### src/rtl/shader_instr_fetch.sv
// Instruction fetch front-end: reads 128-bit program lines into a small FIFO and
// issues them one 32-bit instruction at a time to the shader core.
module shader_instr_fetch #(
    parameter int unsigned FIFO_DEPTH = 4,
    parameter int unsigned LEN_WIDTH  = 16
) (
    input  logic                 clk,
    input  logic                 rst_n,
    input  logic                 start,
    input  logic [31:0]          prog_base,
    input  logic [LEN_WIDTH-1:0] prog_len,
    output logic                 imem_req,
    output logic [31:0]          imem_addr,
    input  logic                 imem_gnt,
    input  logic                 imem_rvalid,
    input  logic [127:0]         imem_rdata,
    output logic [31:0]          instruction,
    output logic                 instr_valid,
    input  logic                 instr_ready,
    output logic                 busy,
    output logic                 done,
    output logic [31:0]          issued_count
);

    localparam int unsigned PW = $clog2(FIFO_DEPTH);
    localparam int unsigned CW = PW + 1;

    typedef enum logic [1:0] {StIdle, StRun, StDone} state_e;

    state_e               state_q, state_d;
    logic [31:0]          base_q;
    logic [LEN_WIDTH-1:0] lines_total_q, lines_req_q, remaining_q;
    logic [CW-1:0]        outstanding_q, fifo_cnt_q;
    logic [PW-1:0]        wr_ptr_q, rd_ptr_q;
    logic [1:0]           word_ptr_q;
    logic [31:0]          issued_q;
    logic [127:0]         fifo_mem_q [FIFO_DEPTH];

    logic                 run, start_ok, grant, push, accept, last, pop;
    logic [CW:0]          inflight;
    logic [LEN_WIDTH:0]   len_plus;
    logic [LEN_WIDTH-1:0] lines_total_d;
    logic [127:0]         head_line;

    logic unused_base;
    assign unused_base = ^prog_base[3:0];

    assign run           = (state_q == StRun);
    assign start_ok      = (state_q == StIdle) && start;
    assign len_plus      = {1'b0, prog_len} + (LEN_WIDTH + 1)'(3);
    assign lines_total_d = LEN_WIDTH'(len_plus >> 2);

    // Credit check: every granted line must already have a FIFO slot reserved.
    assign inflight  = {1'b0, fifo_cnt_q} + {1'b0, outstanding_q};
    assign imem_req  = run && (lines_req_q < lines_total_q) && (inflight < (CW + 1)'(FIFO_DEPTH));
    assign imem_addr = base_q + 32'({lines_req_q, 4'b0000});
    assign grant     = imem_req && imem_gnt;
    assign push      = run && imem_rvalid;

    assign head_line   = fifo_mem_q[rd_ptr_q];
    assign instr_valid = run && (fifo_cnt_q != '0);
    assign instruction = instr_valid ? head_line[{word_ptr_q, 5'b00000} +: 32] : 32'h0;
    assign accept      = instr_valid && instr_ready;
    assign last        = (remaining_q == LEN_WIDTH'(1));
    assign pop         = accept && ((word_ptr_q == 2'd3) || last);

    assign busy         = run;
    assign done         = (state_q == StDone);
    assign issued_count = issued_q;

    always_comb begin
        state_d = state_q;
        unique case (state_q)
            StIdle:  if (start) state_d = (prog_len != '0) ? StRun : StDone;
            StRun:   if (accept && last) state_d = StDone;
            StDone:  state_d = StIdle;
            default: state_d = StIdle;
        endcase
    end

    always_ff @(posedge clk or negedge rst_n) begin
        if (!rst_n) begin
            state_q       <= StIdle;
            base_q        <= '0;
            lines_total_q <= '0;
            lines_req_q   <= '0;
            remaining_q   <= '0;
            outstanding_q <= '0;
            fifo_cnt_q    <= '0;
            wr_ptr_q      <= '0;
            rd_ptr_q      <= '0;
            word_ptr_q    <= '0;
            issued_q      <= '0;
        end else begin
            state_q <= state_d;
            if (accept) issued_q <= issued_q + 32'd1;
            if (start_ok) begin
                base_q        <= {prog_base[31:4], 4'b0000};
                lines_total_q <= lines_total_d;
                remaining_q   <= prog_len;
                lines_req_q   <= '0;
                outstanding_q <= '0;
                fifo_cnt_q    <= '0;
                wr_ptr_q      <= '0;
                rd_ptr_q      <= '0;
                word_ptr_q    <= '0;
            end else if (run) begin
                if (grant) lines_req_q <= lines_req_q + LEN_WIDTH'(1);
                if (grant && !push) outstanding_q <= outstanding_q + CW'(1);
                else if (!grant && push) outstanding_q <= outstanding_q - CW'(1);
                if (push && !pop) fifo_cnt_q <= fifo_cnt_q + CW'(1);
                else if (!push && pop) fifo_cnt_q <= fifo_cnt_q - CW'(1);
                if (push) wr_ptr_q <= wr_ptr_q + PW'(1);
                if (pop) rd_ptr_q <= rd_ptr_q + PW'(1);
                if (pop) word_ptr_q <= 2'd0;
                else if (accept) word_ptr_q <= word_ptr_q + 2'd1;
                if (accept) remaining_q <= remaining_q - LEN_WIDTH'(1);
            end
        end
    end

    always_ff @(posedge clk or negedge rst_n) begin
        if (!rst_n) begin
            for (int i = 0; i < int'(FIFO_DEPTH); i++) fifo_mem_q[i] <= '0;
        end else if (push) begin
            fifo_mem_q[wr_ptr_q] <= imem_rdata;
        end
    end

endmodule

### config.mk
export PLATFORM = sky130hd
export DESIGN_NAME = shader_instr_fetch
export DESIGN_NICKNAME = d
export VERILOG_FILES = /design/src/rtl/shader_instr_fetch.sv
export SDC_FILE = /design/constraint.sdc
export NUM_CORES = 1
export LEC_CHECK = 0
export ABC_AREA = 1
export ABC_CLOCK_PERIOD_IN_PS = 7260
export CORE_ASPECT_RATIO = 1.75
export CORE_UTILIZATION = 25
export DETAILED_ROUTE_END_ITERATION = 12
export PLACE_DENSITY = 0.46
export SETUP_SLACK_MARGIN = 0.1
export SYNTH_ARGS = -nofsm -noshare
export SYNTH_HDL_FRONTEND = slang
export SYNTH_SLANG_ARGS = --single-unit
### constraint.sdc
create_clock -name clk -period 7.26 [get_ports clk]
set_input_delay 1.089 -clock clk [delete_from_list [all_inputs] [get_ports clk]]
set_output_delay 1.089 -clock clk [all_outputs]
set_load 0.005 [all_outputs]
# After elaboration in Yosys (flattened, before gate mapping)
# Index checks and enable logic that the tools add are counted.
op_classes:
  n_addsub: 13
  magnitude_cmp: 5
  eq_ne: 6
  shift: 1
  n_mux: 35
  bitwise_logic: 2
  reduce_logical: 37
ops:
  columns: ["operator", "n"]
  rows:
  - ["512-bit bitwise mux", 1]
  - ["128-bit 2-to-1 mux", 3]
  - ["128-bit binary-select mux with 2-bit select", 1]
  - ["128-bit demux with 2-bit select", 1]
  - ["128-bit by 8-bit indexed part select with 32-bit output", 1]
  - ["16-bit 2-to-1 mux", 6]
  - ["32-bit by 1-bit adder with 32-bit output, second input constant", 1]
  - ["32-bit by 20-bit adder with 32-bit output", 1]
  - ["32-bit 2-to-1 mux", 1]
  - ["2-bit 2-to-1 mux", 13]
  - ["3-bit 2-to-1 mux", 8]
  - ["16-bit by 2-bit adder with 17-bit output, second input constant", 1]
  - ["16-bit by 1-bit adder with 16-bit output, second input constant", 1]
  - ["16-bit by 1-bit equality test with 1-bit output, second input constant", 1]
  - ["16-bit by 15-bit < comparator with 1-bit output", 1]
  - ["2-bit AND reduction", 8]
  - ["16-bit nonzero test", 1]
  - ["16-bit by 1-bit subtractor with 16-bit output, second input constant", 1]
  - ["1-bit logical AND", 14]
  - ["3-bit nonzero test", 4]
  - ["2-bit nonzero test", 5]
  - ["2-bit by 1-bit adder with 2-bit output, second input constant", 3]
  - ["3-bit by 1-bit adder with 3-bit output, second input constant", 2]
  - ["3-bit greater-or-equal comparator, second input constant", 2]
  - ["13 further kinds", 18]
word_totals:
  regBits: 633
  inputBits: 182
  output_inout_bits: 100
  wordCells: 114

# Longest topological paths before layout
depth:
  depth_word: 10
  mapped_depth: 19

# Worst setup path before layout
# No wires, ideal clock.
synth_path:
  path_kind: "reg2out"
  from: "reg lines_req_q[0]"
  to: "out imem_addr[24]"
  arrival_time_ps: 2001
  t_required_ps: 6171
  path_slack_ps: 4170
  path_stages_with_launch: 11
  path_buffers: 0
  cell_sequence: "dfrtp_1 -> ha_1 -> inv_1 -> fa_1 -> o21ai_1 -> a21oi_1 -> o21ai_1 -> nand3_1 -> nand2_1 -> nand2_1 -> xor2_1"
synth_via:
  elab_chain_cells: 1
synth_lines:
  columns: ["element", "line_no", "text"]
  rows:
  - ["start: declaration", "32", "logic [LEN_WIDTH-1:0] lines_total_q, lines_req_q, remaining_q;"]
  - ["start signal: assignment", "108", "if (grant) lines_req_q <= lines_req_q + LEN_WIDTH'(1);"]
  - ["32-bit by 20-bit adder with 32-bit output", "56", "assign imem_addr = base_q + 32'({lines_req_q, 4'b0000});"]
  - ["end: declaration", "13", "output logic [31:0] imem_addr,"]
# No other way between the ends.

# Final worst setup path
layout_path:
  from: "reg rd_ptr_q[0]"
  to: "out instruction[10]"
layout_via:
  elab_chain_cells: 6
layout_lines:
  columns: ["element", "line_no", "text"]
  rows:
  - ["start: declaration", "34", "logic [PW-1:0] wr_ptr_q, rd_ptr_q;"]
  - ["start signal: assignment", "114", "if (pop) rd_ptr_q <= rd_ptr_q + PW'(1);"]
  - ["2-bit inverter with 3-bit output (not written as such)", "60", "assign head_line = fifo_mem_q[rd_ptr_q];"]
  - ["128-bit binary-select mux with 2-bit select", "60", null]
  - ["128-bit 2-to-1 mux (not written as such) (2 in series)", "60", null]
  - ["128-bit by 8-bit indexed part select with 32-bit output", "62", "assign instruction = instr_valid ? head_line[{word_ptr_q, 5'b00000} +: 32] : 32'h0;"]
  - ["32-bit 2-to-1 mux", "62", null]
  - ["end: declaration", "17", "output logic [31:0] instruction,"]
# No other way between the ends. The select of a mux whose other input is x is not followed.

==> flow_metrics.env <==
export IMPL_clockBufferDepth=3
export IMPL_cts_buffers=70
export IMPL_num_rows=168
export IMPL_dieArea_um2=123000
export IMPL_synth_seq_area_share_pct=52.3
export IMPL_status="complete, no violations"
export IMPL_rsz0062_at_grt="false"
export IMPL_grt_util_all_layers_pct=17.4
export IMPL_start_util_pct=25.3
export IMPL_crit_path_top_delay_cell="dfrtp_4"
export IMPL_insertion_delay_ps=660
export IMPL_total_power_mw=16.0
export IMPL_finalCritPeriodShare_pct=72.4
export IMPL_nFillCells=13000
export IMPL_dp_hpwl_um=69700
export IMPL_min_period_ps=5260
export IMPL_vias=25600
export IMPL_leakage_nw=16.8
export IMPL_wl_per_cell_um=19.4
export IMPL_path_buf_inv=3
export IMPL_place_area_um2=34500
export IMPL_final_common_cell="nand2_1"
export IMPL_postCtsHoldBufs=0
export IMPL_cp_required_ps=6170
export IMPL_drv_slew=0
export IMPL_fmax_mhz=190
export IMPL_most_common_layout_cells="nand2_1 (874), o21ai_0 (824), dfrtp_1 (630), nor2_1 (322), clkdlybuf4s50_1 (272)"
export IMPL_htreeDepth=3
export IMPL_overflow=0
export IMPL_reg2reg_slack_ps=4060
export IMPL_grt_pass1_wl_um=163000
export IMPL_crit_chain="inv_8, buf_4, o21ai_0, o221ai_1, o21ai_0, nand2_1, nand2_1, a31oi_1, clkdlybuf4s50_1"
export IMPL_synth_area_leader_cell="dfrtp_1"
export IMPL_synth_edf_count=0
export IMPL_path_max_fanout=131
export IMPL_crit_type="reg -> out"
export IMPL_critPathLaunchType="register"
export IMPL_hp_class="in -> async"
export IMPL_synth_area_top_cells="dfrtp_1 (52%), o21ai_0 (14%), nand2_1 (11%), nor2_1 (4.0%), inv_1 (3.0%)"
export IMPL_core_um2=120000
export IMPL_ant_nets=0
export IMPL_clk_pin_slew_ps=60
export IMPL_worst_path_largest_cell_delay_ps=690
export IMPL_syn_inst=3679
export IMPL_first_pass_iters=7
export IMPL_ys_warn_count=0
export IMPL_synth_top_area_share_pct=52.3
export IMPL_cap_viol_max_count=0
export IMPL_cts_root_buf="clkbuf_16"
export IMPL_grt_max_degree=257
export IMPL_ff_latch_area_um2=15900
export IMPL_ctsResizeCount=0
export IMPL_synth_distinct_cells=52
export IMPL_drc=0
export IMPL_fin_area_um2=36800
export IMPL_cp_arrival_ps=4170
export IMPL_num_nets_final=4041
export IMPL_r2r_cells=11
export IMPL_slew_headroom_pct=20.8
export IMPL_synth_ff_latch_count=633
export IMPL_io_buffers=273
export IMPL_finalWeightedCongestion=0.829
export IMPL_tritoncts="done"
export IMPL_worstMarginPinSlew_ps=1190
export IMPL_die_h_um=463
export IMPL_drt_iter0_markers=1598
export IMPL_area_growth_pct=21.3
export IMPL_rr_startpoint="word_ptr_q[0]$_DFFE_PN0P_"
export IMPL_path_delay_family="buffers and inverters"
export IMPL_netlist_area_um2=30300
export IMPL_ys_flop_type="dfrtp_1"
export IMPL_finalClockSkew_ps=23.2
export IMPL_avgSynthCellArea_um2=8.24
export IMPL_power_density_nw_per_um2=435
export IMPL_cts_post_setup_buffers_inserted=0
export IMPL_clkSinkCount=633
export IMPL_grt_antenna_before_repair=15
export IMPL_avgViaCountPerCell=4.66
export IMPL_grt_pass1_vias=26100
export IMPL_reg2reg_to="fifo_cnt_q[2]$_DFFE_PN0P_"
export IMPL_top_level_ports=282
export IMPL_drt_total_wl_um=106000
export IMPL_ir_drop_mv=0.251
export IMPL_die_x_um=265
export IMPL_setup_tns_ps=0
export IMPL_finalHoldViolCount=0
export IMPL_setup_viol=0
export IMPL_drive_above_1_share_pct=4.88
export IMPL_async_flop_share_pct=100
export IMPL_worstSetupEndpointType="primary output"
export IMPL_multi_input_area_um2=12600
## flip-flops by register name (all words and copies together), names as in the netlist
register and count:
lines_req_q 16, remaining_q 16, lines_total_q 15, base_q 28
rd_ptr_q 2, fifo_mem_q 512, wr_ptr_q 2, outstanding_q 3
issued_count 32, state_q 2, fifo_cnt_q 3, word_ptr_q 2
## final cells by class
| type | count | share of cell area (%) |
|---|---|---|
| Clock inverter | 21 | 0.735 |
| Inverter | 255 | 2.63 |
| Timing Repair Buffer | 304 | 8.38 |
| Multi-Input combinational cell | 2551 | 34.2 |
| Sequential cell | 633 | 43.1 |
| Clock buffer | 105 | 5.42 |
| Tap cell | 1615 | 5.50 |
| Antenna cell | 3 | 0.0204 |
## cell families (layout without fill, tap and decap cells)
| group | count (synthesis) | in the layout | share of synthesized area, % |
|---|---|---|---|
| XOR/XNOR | 77 | 77 | 2.25 |
| flip-flops | 633 | 633 | 52.3 |
| multiplexers | 1 | 1 | 0.0330 |
| AO/OA/AOI/OAI | 1085 | 1085 | 19.2 |
| other | 1 | 7 | 0.0124 |
| AND/OR/NAND/NOR | 1340 | 1340 | 18.0 |
| buffers and inverters | 498 | 685 | 6.41 |
| adder cells (fa/ha/maj) | 44 | 44 | 1.89 |
## where the power goes
part	internal [mW]	total, mW	leakage, nW	switching (mW)
clock network	2.06	3.63	1.11	1.57
registers	5.05	6.00	7.93	0.945
logic	2.35	6.38	7.74	4.03
total	9.46	16.0	16.8	6.55
## worst max-delay path by stage
stage / startpoint / end / slack [ps] / cells past startpoint
final: rd_ptr_q[0]$_DFFE_PN0P_ / instruction[10] / 2000 / 9
after detailed placement: rd_ptr_q[0]$_DFFE_PN0P_ / instruction[25] / 2660 / 9
after global placement: rd_ptr_q[0]$_DFFE_PN0P_ / instruction[25] / 2660 / 9
after floorplan: lines_req_q[0]$_DFFE_PN0P_ / imem_addr[24] / 4170 / 10
after global routing: rd_ptr_q[0]$_DFFE_PN0P_ / instruction[10] / 1760 / 9
after CTS: rd_ptr_q[0]$_DFFE_PN0P_ / instruction[25] / 1930 / 9
## Yosys cell counts (all sizes together) (2+ instances only)
| master | number |
|---|---|
| nor4 | 8 |
| o211ai | 6 |
| o22ai | 101 |
| dfrtp | 633 |
| fa | 3 |
| o311ai | 2 |
| a21o | 3 |
| xor2 | 48 |
| nand4 | 31 |
| clkinv | 3 |
| ha | 41 |
| o221ai | 38 |
| buf | 44 |
| inv | 252 |
| nand3 | 55 |
| o21bai | 2 |
| nor3 | 21 |
| o21ai | 850 |
| o31ai | 7 |
| clkbuf | 199 |
| nor2 | 332 |
| nand2 | 890 |
| a31oi | 37 |
| a21oi | 34 |
| xnor2 | 29 |
## metrics by stage
step | worst slack [ps] | hold WS, ps | instances | utilization (%)
after floorplan | 4170 | 448 | 3682 | -
after global placement | 2660 | 461 | 5358 | 28.7
after detailed placement | 2660 | 467 | 5358 | 28.7
after CTS | 1930 | 417 | 5484 | 30.6
after global routing | 1760 | 443 | 5485 | 30.6
final | 2000 | 385 | 5487 | 30.6
## metal layers
metal	global-route usage (%)	part of all wire (%)	wire length, um
met5	0	0.11	115
met4	6.31	3.0	3220
met3	3.61	5.3	5640
met2	31.1	51	54100
met1	20.2	41	43400
Power figures use the tool's default switching activity.
